File: config.mk
export PLATFORM = sky130hd
export DESIGN_NAME = ones_accumulator
export DESIGN_NICKNAME = d
export VERILOG_FILES = /design/src/rtl/ones_pkg.sv /design/src/rtl/ones_accumulator.sv
export SDC_FILE = /design/constraint.sdc
export NUM_CORES = 1
export LEC_CHECK = 0
export CAP_MARGIN = 20
export CORE_UTILIZATION = 62
export CTS_CLUSTER_SIZE = 24
export DETAILED_ROUTE_END_ITERATION = 16
export DONT_BUFFER_PORTS = 1
export PLACE_DENSITY = 0.88
export SYNTH_ARGS = -nofsm -noshare
export SYNTH_HDL_FRONTEND = slang
export SYNTH_SLANG_ARGS = --single-unit
File: constraint.sdc
create_clock -name clk -period 2.45 [get_ports clk]
set_clock_uncertainty 0.15 [all_clocks]
set_input_delay 0.49 -clock clk [delete_from_list [all_inputs] [get_ports clk]]
set_output_delay 0.49 -clock clk [all_outputs]
set_load 0.01 [all_outputs]
File: src/rtl/ones_pkg.sv
// ============================================================================
//  Module      : ones_pkg
//  Description : Shared types and constants for the ones-count frame
//                accumulator.
//  Revision    : 1.0 - initial release
// ============================================================================
`default_nettype none

package ones_pkg;

    localparam int COUNT_W   = 6;
    localparam int MAX_WORDS = 64;

    typedef enum logic [1:0] {
        IDLE = 2'd0,
        ACC  = 2'd1,
        DONE = 2'd2
    } state_t;

endpackage : ones_pkg

`default_nettype wire

File: src/rtl/ones_accumulator.sv
// ============================================================================
//  Module      : ones_accumulator
//  Description : Sums per-word ones counts over a frame closed by in_last or
//                by MAX_WORDS beats; holds the result until out_ready.
//                Optional macro ONES_ACC_THRESH_EN adds THRESH / out_above.
//  Revision    : 1.0 - initial release
// ============================================================================
`default_nettype none

module ones_accumulator
    import ones_pkg::*;
#(
`ifdef ONES_ACC_THRESH_EN
    parameter int unsigned THRESH    = 2016,
`endif
    parameter int          MAX_WORDS = ones_pkg::MAX_WORDS,
    localparam int         TOTAL_W   = $clog2(63 * MAX_WORDS + 1),
    localparam int         WORDS_W   = $clog2(MAX_WORDS + 1)
) (
    input  logic               clk,
    input  logic               rst,
    input  logic               in_valid,
    input  logic [COUNT_W-1:0] in_count,
    input  logic               in_last,
    output logic               in_ready,
    output logic               out_valid,
    input  logic               out_ready,
    output logic [TOTAL_W-1:0] out_total,
    output logic [WORDS_W-1:0] out_words,
`ifdef ONES_ACC_THRESH_EN
    output logic               out_above,
`endif
    output logic               out_trunc
);

    localparam logic [WORDS_W-1:0] c_max_words = WORDS_W'(MAX_WORDS);
    localparam logic [WORDS_W-1:0] c_one_word  = WORDS_W'(1);

    state_t               r_state;
    state_t               w_state_next;
    logic [TOTAL_W-1:0]   r_acc;
    logic [TOTAL_W-1:0]   w_acc_next;
    logic [WORDS_W-1:0]   r_words;
    logic [WORDS_W-1:0]   w_words_next;
    logic                 r_trunc;
    logic                 w_trunc_next;

    logic                 w_accept;
    logic [TOTAL_W-1:0]   w_count_ext;
    logic [WORDS_W-1:0]   w_words_inc;
    logic                 w_at_max;

    assign in_ready    = (r_state != DONE);
    assign w_accept    = in_valid && in_ready;
    assign w_count_ext = TOTAL_W'(in_count);
    assign w_words_inc = r_words + c_one_word;
    assign w_at_max    = (w_words_inc == c_max_words);

    always_ff @(posedge clk or posedge rst) begin
        if (rst) begin
            r_state <= IDLE;
            r_acc   <= '0;
            r_words <= '0;
            r_trunc <= 1'b0;
        end else begin
            r_state <= w_state_next;
            r_acc   <= w_acc_next;
            r_words <= w_words_next;
            r_trunc <= w_trunc_next;
        end
    end

    always_comb begin
        w_state_next = r_state;
        w_acc_next   = r_acc;
        w_words_next = r_words;
        w_trunc_next = r_trunc;
        case (r_state)
            IDLE: begin
                // MAX_WORDS >= 2, so a single opening beat can never truncate
                if (w_accept) begin
                    w_acc_next   = w_count_ext;
                    w_words_next = c_one_word;
                    w_trunc_next = 1'b0;
                    w_state_next = in_last ? DONE : ACC;
                end
            end
            ACC: begin
                if (w_accept) begin
                    w_acc_next   = r_acc + w_count_ext;
                    w_words_next = w_words_inc;
                    w_trunc_next = w_at_max && !in_last;
                    if (in_last || w_at_max) begin
                        w_state_next = DONE;
                    end
                end
            end
            DONE: begin
                if (out_ready) begin
                    w_acc_next   = '0;
                    w_words_next = '0;
                    w_trunc_next = 1'b0;
                    w_state_next = IDLE;
                end
            end
            default: begin
                w_acc_next   = '0;
                w_words_next = '0;
                w_trunc_next = 1'b0;
                w_state_next = IDLE;
            end
        endcase
    end

    assign out_valid = (r_state == DONE);
    assign out_total = r_acc;
    assign out_words = r_words;
    assign out_trunc = r_trunc;

`ifdef ONES_ACC_THRESH_EN
    assign out_above = out_valid && (32'(r_acc) >= THRESH);
`endif

endmodule : ones_accumulator

`default_nettype wire

---- After elaboration in Yosys (flattened, before gate mapping) ----
Cells that the tools add are included.
operators by class
  add/sub/neg operators ................... 2
  equality and inequality tests ........... 8
  multiplexer cells ....................... 18
  reductions and logical operators ........ 7
operator list
  kind                 count
  $mux 12              3
  $pmux 12 s3          1
  $mux 7               3
  $pmux 7 s3           1
  $add 12x6->12        1
  $mux 2               5
  $ne 2x2->1 const B   4
  $add 7x1->7 const B  1
  $eq 7x7->1 const B   1
  $pmux 2 s3           1
  $reduce_and 4->1     1
  $mux 1               3
  $pmux 1 s3           1
  $reduce_and 3->1     1
  $eq 2x1->1 const B   1
  $eq 2x2->1 const B   1
  $logic_and 1x1->1    2
  $logic_not 2->1      1
  $ne 2x1->1 const B   1
  $logic_not 1->1      1
  $logic_or 1x1->1     1
word-level totals
  bits in registers ....................... 22

---- Longest topological paths before layout ----
Gate-level depths: netlist of run 1.
  depth after elaboration ................. 6
  gate-level depth with buffers ........... 8

---- Least setup slack after synthesis of run 1 ----
OpenSTA, ideal clock, no wires.
  path kind ............................... in2reg
  start ................................... input in_count[0]
  end ..................................... register r_acc[10] (netlist: out_total[10])
  library setup time ...................... 0.069 ns
  data arrival time ....................... 2.098 ns
  required time ........................... 2.231 ns
  setup slack ............................. 0.133 ns
  stages .................................. 8
  buffers on the path ..................... 0
  cells stage by stage .................... ha_1 inv_1 fa_1 and2b_1 o31a_1 o211ai_1 or4_1 nand3_1
on the way
  longest elaborated chain between the ends .. 3
RTL lines
  item                  line                    text
  from (decl)           ones_accumulator.sv:23  input logic [COUNT_W-1:0] in_count,
  $add 12x6->12         ones_accumulator.sv:90  w_acc_next = r_acc + w_count_ext;
  $mux 12               ones_accumulator.sv:89  if (w_accept) begin
  $pmux 12 s3           ones_accumulator.sv:78  case (r_state)
  to (signal assigned)  ones_accumulator.sv:67  r_acc <= w_acc_next;
  to (decl)             ones_accumulator.sv:41  logic [TOTAL_W-1:0] r_acc;
No other way between the ends. The select of a mux whose other input is x is not followed.
A chain may end at the register's enable or synchronous reset.

---- Worst setup path in the final report of run 1 ----
  start ................................... register r_acc[0] (netlist: out_total[0])
  end ..................................... register r_acc[10] (netlist: out_total[10])
on the way
  longest elaborated chain between the ends .. 3
RTL lines
  item           line
  $add 12x6->12  ones_accumulator.sv:90
  $mux 12        ones_accumulator.sv:89
  $pmux 12 s3    ones_accumulator.sv:78
No other way between the ends. The select of a mux whose other input is x is not followed.

==> results of run 1 <==
## routing by layer
metal | vias up | part of all wire | track usage
met5 | - | 0 | 0
met4 | 0 | 0.020 | 0.100
met3 | 9 | 0.039 | 0.0648
met2 | 33 | 0.50 | 0.468
met1 | 604 | 0.45 | 0.320
li1 | 580 | - | -
## worst paths after layout
path,to,slack [ns],cells past startpoint
worst max-delay path,out_total[10],0.15,8
worst min-delay path,out_total[5],0.06,1
worst max register to register,out_total[10],0.15,8
worst min register to register,out_trunc,0.44,1
max in group asynchronous,out_total[2],1.56,1
min in group clk,r_state[0],0.14,1
## timing repair
action | CTS | global route
hold buffers | 0 | 0
hold endpoints to repair | 0 | 0
setup buffers | 0 | 0
gates resized for setup | 0 | 3
endpoints found under the setup margin | 0 | 2
## registers in the layout, indices dropped and copies added, names as in the netlist
name       count
out_words      7
r_state        2
out_trunc      1
out_total     12
## per-stage QoR
stage | cells | utilization
after floorplan | 158 | -
after global placement | 181 | 0.695
after detailed placement | 181 | 0.695
after CTS | 184 | 0.706
after global routing | 184 | 0.712
final | 184 | 0.712
## cell usage after synthesis, types with 2 or more instances
cell type,instances
sky130_fd_sc_hd__dfrtp_1,22
sky130_fd_sc_hd__nand2_1,16
sky130_fd_sc_hd__o21ai_0,15
sky130_fd_sc_hd__nand3_1,12
sky130_fd_sc_hd__a21oi_1,10
sky130_fd_sc_hd__inv_1,8
sky130_fd_sc_hd__ha_1,7
sky130_fd_sc_hd__nor2_1,7
sky130_fd_sc_hd__o31ai_1,7
sky130_fd_sc_hd__nor3_1,5
sky130_fd_sc_hd__o21a_1,4
sky130_fd_sc_hd__a211oi_1,2
sky130_fd_sc_hd__a21o_1,2
sky130_fd_sc_hd__a32oi_1,2
sky130_fd_sc_hd__and2b_1,2
sky130_fd_sc_hd__and3_1,2
sky130_fd_sc_hd__buf_2,2
sky130_fd_sc_hd__buf_4,2
sky130_fd_sc_hd__clkbuf_1,2
sky130_fd_sc_hd__o21ai_2,2
sky130_fd_sc_hd__or4_1,2
sky130_fd_sc_hd__xnor2_1,2
sky130_fd_sc_hd__xor2_1,2
## worst reg2reg max path, stage by stage, from the launching register on
cell and delay [ns]:
sky130_fd_sc_hd__dfrtp_1 0.41, sky130_fd_sc_hd__ha_4 0.16, sky130_fd_sc_hd__inv_1 0.05, sky130_fd_sc_hd__fa_1 0.36, sky130_fd_sc_hd__and2b_2 0.25, sky130_fd_sc_hd__o31a_1 0.17, sky130_fd_sc_hd__o211ai_1 0.13, sky130_fd_sc_hd__or4_1 0.50
sky130_fd_sc_hd__nand3_1 0.09
## cell type report
class	instances	area, sq um
fillers	150	593
flip-flops and latches	22	551
inverters	8	30.0
repair buffers	3	22.5
well taps	27	33.8
multi-input cells	121	810
clock buffers	3	22.5
## logic make-up after synthesis
| group | Yosys count | synth area share |
|---|---|---|
| AOI/OAI and AO/OA | 54 | 0.256 |
| and+or+nand+nor | 53 | 0.189 |
| DFF | 22 | 0.388 |
| buffers and inverters | 15 | 0.0520 |
| adders and majority gates | 8 | 0.0758 |
| xor gates and xnor gates | 4 | 0.0247 |
| muxes | 2 | 0.0150 |
## power breakdown
| part | total, mW | internal (mW) | switching, mW |
|---|---|---|---|
| Combinational | 0.511 | 0.218 | 0.292 |
| Clock | 0.167 | 0.0575 | 0.109 |
| Sequential | 0.545 | 0.429 | 0.116 |
| Total | 1.22 | 0.704 | 0.518 |
==> qor.yml, run 1 <==
synthTopCellsByArea: "sky130_fd_sc_hd__dfrtp_1 39%, sky130_fd_sc_hd__ha_1 6.2%, sky130_fd_sc_hd__o21ai_0 5.3%, sky130_fd_sc_hd__nand3_1 4.2%, sky130_fd_sc_hd__nand2_1 4.2%"
worst_hold_path_type: "input pin to async pin"
die-area_sq_um: 2490
gpl.final_weighted_congestion: 0.838
cts_made_buffers: 3
power.ir.vdd_worst_mv: 0.593
final_layout_size_suffix_gt1_frac: 0.102
synth_flop_cell: "sky130_fd_sc_hd__dfrtp_1"
critical_path_buf_inv_count: 1
postSynthNetCount: 177
floorplan.initialDensity: 0.689
die_w_um: 49.9
yosys.area.top_type: "sky130_fd_sc_hd__dfrtp_1"
fin_tns_setup_ns: 0
clock_tree.htree_level_count: 1
critical_path_arrival_ns: 2.41
syn_area_per_cell_sq_um: 8.99
placeableCoreArea_sq_um: 2060
status: "finished clean"
synth.ff_latch_count: 22
nature_of_the_critical_path_endpoint: "register"
crit_path_max_fanout: 3
avg_wl_per_cell_um: 16.4
track_usage: 0.270
final_area_sq_um: 1470
dr_total_vias: 1226
syn_area_sq_um: 1420
synth_cell_type_count: 44
synth_top_area_frac: 0.388
drc_errors: 0
ys_seq_area_frac: 0.388
pre_cts_slack_ns: 0.0344
placed_cell_area_sq_um: 1430
viasPerCell: 6.66
final_min_period_over_clock_period: 0.941
overflow: 0
first_global_vias: 1233
top_library_cells_by_usage_in_the_layout_fill_and_taps_aside: "22 x sky130_fd_sc_hd__dfrtp_1, 16 x sky130_fd_sc_hd__nand2_1, 15 x sky130_fd_sc_hd__o21ai_0"
setup_repair_after_global_routing_missed_its_margin: "no"
layout_setup_ws_ns: 0.145
yosysWarningCount: 0
crit_path_cell_trace: "ha_4 > inv_1 > fa_1 > and2b_2 > o31a_1 > o211ai_1 > or4_1 > nand3_1"
drt_iter0_drc: 32
maxSlewHeadroom: 0.413
synth_enable_flop_cells: 0
row_count: 16
grt_first_pass_wirelength_um: 5180
crit_family: "simple AND/OR/NAND/NOR gates"
timing.rr.start: "out_total[0]"
slowest_delay_ns: 0.50
p_leak_nw: 0.619
drt.antenna.violating_nets: 0
ctsRootBufferMaster: "sky130_fd_sc_hd__clkbuf_4"
asyncSetResetFlopFracSynth: 1.00
area_growth_syn_to_layout_pct: 3.44
buffer_ports.inserted: 0
tritoncts: "done"
report.final.slew_viol_count: 0
maxcap_viol_count: 0
floorplan.io_pins: 33
antenna_found_initial: 0
layout_commonest_cell: "sky130_fd_sc_hd__dfrtp_1"
post_synth_inst_count: 158
setup_viol_count_final: 0
powerDensity_nw_per_um2: 832
clock_insertion_delay_worst_skew_ns: 0.31
timing.final.hold_violations: 0
tightest_slew_ns: 0.881
timing.critical_path.from: "out_total[0]"
max_freq_mhz: 434
holdWs_ns: 0.0613
post-layout-total-power_mw: 1.22
worst_setup_hold_path_clk_slew_ns: 0.12
antenna_cells_inserted: 0
finalCriticalPeriod_ns: 2.30
startpoint_type: "register"
hpwlAfterDp_um: 2200
finish.net_count: 178
critical_path.slowest_cell: "sky130_fd_sc_hd__or4_1"
cts_sinks: 22
finalWirelength_um: 3010
cp.required_ns: 2.56
drt_first_pass_iters: 4
grt_start_max_net_pins: 23
clock_tree.buffer_depth: 2
die_h_um: 49.9
timing.setup.critical_path_class: "register to register"
Power figures use the tool's default switching activity.
==> run 2, diff against run 1 <==
--- a/config.mk
+++ b/config.mk
@@ -6,10 +6,12 @@
 export NUM_CORES = 1
 export LEC_CHECK = 0
 export CAP_MARGIN = 20
+export CORE_ASPECT_RATIO = 0.8
 export CORE_UTILIZATION = 62
 export CTS_CLUSTER_SIZE = 24
 export DETAILED_ROUTE_END_ITERATION = 16
 export DONT_BUFFER_PORTS = 1
+export MAX_ROUTING_LAYER = met4
 export PLACE_DENSITY = 0.88
 export SYNTH_ARGS = -nofsm -noshare
 export SYNTH_HDL_FRONTEND = slang
==> run 2 against run 1 <==
Compared with the run above:
- global-route usage rose by 1.6 points
- design area rose by 1.6%
- critical path type unchanged
- combinational power rose by 2%
- via count rose by 0.82%
- fmax fell by 0.78%
- clock power rose by 76%
- die area barely moved
- sequential power fell by 2%
==> qor.yml, run 2 (synthesized netlist as in run 1, its figures left out) <==
timing.final.hold_violations: 0  # unchanged
final_min_period_over_clock_period: 0.948  # +0.00736
first_global_vias: 1169  # -5.2%
top_library_cells_by_usage_in_the_layout_fill_and_taps_aside: "22 x sky130_fd_sc_hd__dfrtp_1, 16 x sky130_fd_sc_hd__nand2_1, 15 x sky130_fd_sc_hd__o21ai_0"
row_count: 15  # -1
antenna_cells_inserted: 0  # unchanged
cts-resized-gates: 0  # unchanged
setup_repair_after_global_routing_missed_its_margin: "no"
power.ir.vdd_worst_mv: 0.666  # +12%
clock_tree.htree_level_count: 1  # unchanged
overflow: 0  # unchanged
post-layout-total-power_mw: 1.35  # +10%
floorplan.initialDensity: 0.658  # -0.0307
fin_tns_setup_ns: 0  # unchanged
crit_family: "simple AND/OR/NAND/NOR gates"
worstReg2RegEnd: "out_total[10]"
crit_path_max_fanout: 3  # unchanged
cts_made_buffers: 3  # unchanged
holdBufCountCts: 0  # unchanged
status: "finished clean"
worst_hold_path_type: "input pin to async pin"
startpoint_type: "register"
setup_viol_count_final: 0  # unchanged
avg_wl_per_cell_um: 17.4  # +6.0%
final_area_sq_um: 1490  # +1.6%
die_h_um: 44.8  # -10%
floorplan.io_pins: 33  # unchanged
crit_path_cell_trace: "ha_2 > inv_1 > fa_1 > and2b_1 > o31a_1 > o211ai_1 > or4_1 > nand3_1"
antenna_found_initial: 0  # unchanged
drt_first_pass_iters: 4  # unchanged
hpwlAfterDp_um: 2290  # +4.2%
timing.critical_path.from: "out_total[0]"
layout_commonest_cell: "sky130_fd_sc_hd__dfrtp_1"
timing.rr.start: "out_total[0]"
critical_path_arrival_ns: 2.45  # +0.04 ns
dr_total_vias: 1236  # +0.82%
gpl.final_weighted_congestion: 0.853  # +1.8%
report.final.slew_viol_count: 0  # unchanged
maxSlewHeadroom: 0.434  # +0.0218
timing.reg2reg.worst_path_depth: 8  # unchanged
tightest_slew_ns: 0.847  # -0.0335 ns
max_freq_mhz: 431  # -0.78%
finish.net_count: 179  # +0.56%
buffer_ports.inserted: 0  # unchanged
finalCriticalPeriod_ns: 2.32  # +0.0180 ns
postCtsSetupBuffers: 0  # unchanged
track_usage: 0.286  # +0.0162
clock_insertion_delay_worst_skew_ns: 0.34  # +0.03 ns
drt_iter0_drc: 47  # +47%
ctsRootBufferMaster: "sky130_fd_sc_hd__clkbuf_4"
powerDensity_nw_per_um2: 903  # +8.5%
worst_setup_hold_path_clk_slew_ns: 0.14  # +0.02 ns
critical_path_buf_inv_count: 1  # unchanged
grt_first_pass_wirelength_um: 5170  # -0.25%
maxcap_viol_count: 0  # unchanged
final_layout_size_suffix_gt1_frac: 0.107  # +0.00501
cts_sinks: 22  # unchanged
clock_tree.buffer_depth: 2  # unchanged
die_w_um: 55.5  # +11%
placed_cell_area_sq_um: 1440  # +0.35%
grt_start_max_net_pins: 23  # unchanged
r2r_slack_ns: 0.13  # -0.02 ns
slowest_delay_ns: 0.48  # -0.02 ns
area_growth_syn_to_layout_pct: 5.11
timing.setup.critical_path_class: "register to register"
critical_path.slowest_cell: "sky130_fd_sc_hd__or4_1"
placeableCoreArea_sq_um: 2160  # +4.7%
cp.required_ns: 2.57  # about the same
drc_errors: 0  # unchanged
p_leak_nw: 0.637  # +2.9%
finalWirelength_um: 3190  # +6.0%
largest_register_ff_count: 12  # unchanged
viasPerCell: 6.72  # +0.82%
tritoncts: "done"
nature_of_the_critical_path_endpoint: "register"
die-area_sq_um: 2490  # about the same
drt.antenna.violating_nets: 0  # unchanged
-- run 2: cell types whose count changed in the layout (fill, tap and decap cells not counted) --
cell and change:
sky130_fd_sc_hd__and2b_1 +1, sky130_fd_sc_hd__and2b_2 -1, sky130_fd_sc_hd__buf_4 +1, sky130_fd_sc_hd__bufinv_16 +1
sky130_fd_sc_hd__ha_2 +1, sky130_fd_sc_hd__ha_4 -1
-- run 2: routing by layer --
metal	track usage	vias to the layer above	share of wire
li1	-	581	-
met5	-	-	0
met3	0.109	7	0.075
met4	0.165	0	0.023
met2	0.460	45	0.48
met1	0.312	603	0.42
-- run 2: layout make-up --
class / instances / area (sq um)
Tap cell: 25 / 31.3
Multi-Input combinational cell: 121 / 798
Fill cell: 168 / 666
Inverter: 8 / 30.0
Clock inverter: 1 / 30.0
Clock buffer: 3 / 22.5
Sequential cell: 22 / 551
Timing Repair Buffer: 4 / 30.0
-- run 2: worst max-delay path by stage --
stage	to	slack, ns	cells after the start
final	out_total[10]	0.13	8
after detailed placement	out_total[10]	0.01	8
after floorplan	out_total[10]	0.13	8
after global placement	out_total[10]	0.08	8
after global routing	out_total[10]	0.02	8
after CTS	out_total[10]	0.11	8
-- run 2: report_power, final --
part	leakage [nW]	switching [mW]	internal, mW
clock	0.0279	0.128	0.166
combinational	0.315	0.303	0.219
sequential	0.294	0.103	0.429
total	0.637	0.534	0.813
-- run 2: through the flow --
step	setup slack, ns	util	cells	hold WS [ns]
2_1_floorplan	0.133	-	158	0.329
3_3_place_gp	0.0803	0.666	180	0.405
3_5_place_dp	0.0139	0.666	180	0.417
4_1_cts	0.114	0.690	184	0.0771
5_1_grt	0.0151	0.692	184	0.0800
6_report	0.127	0.692	184	0.0388
==> run 3, diff against run 2 <==
--- a/config.mk
+++ b/config.mk
@@ -8,6 +8,7 @@
 export CAP_MARGIN = 20
 export CORE_ASPECT_RATIO = 0.8
 export CORE_UTILIZATION = 62
+export CTS_CLUSTER_DIAMETER = 150
 export CTS_CLUSTER_SIZE = 24
 export DETAILED_ROUTE_END_ITERATION = 16
 export DONT_BUFFER_PORTS = 1
==> results of run 3 <==
The final DEF is identical to that of run 2; final timing and power are the same.
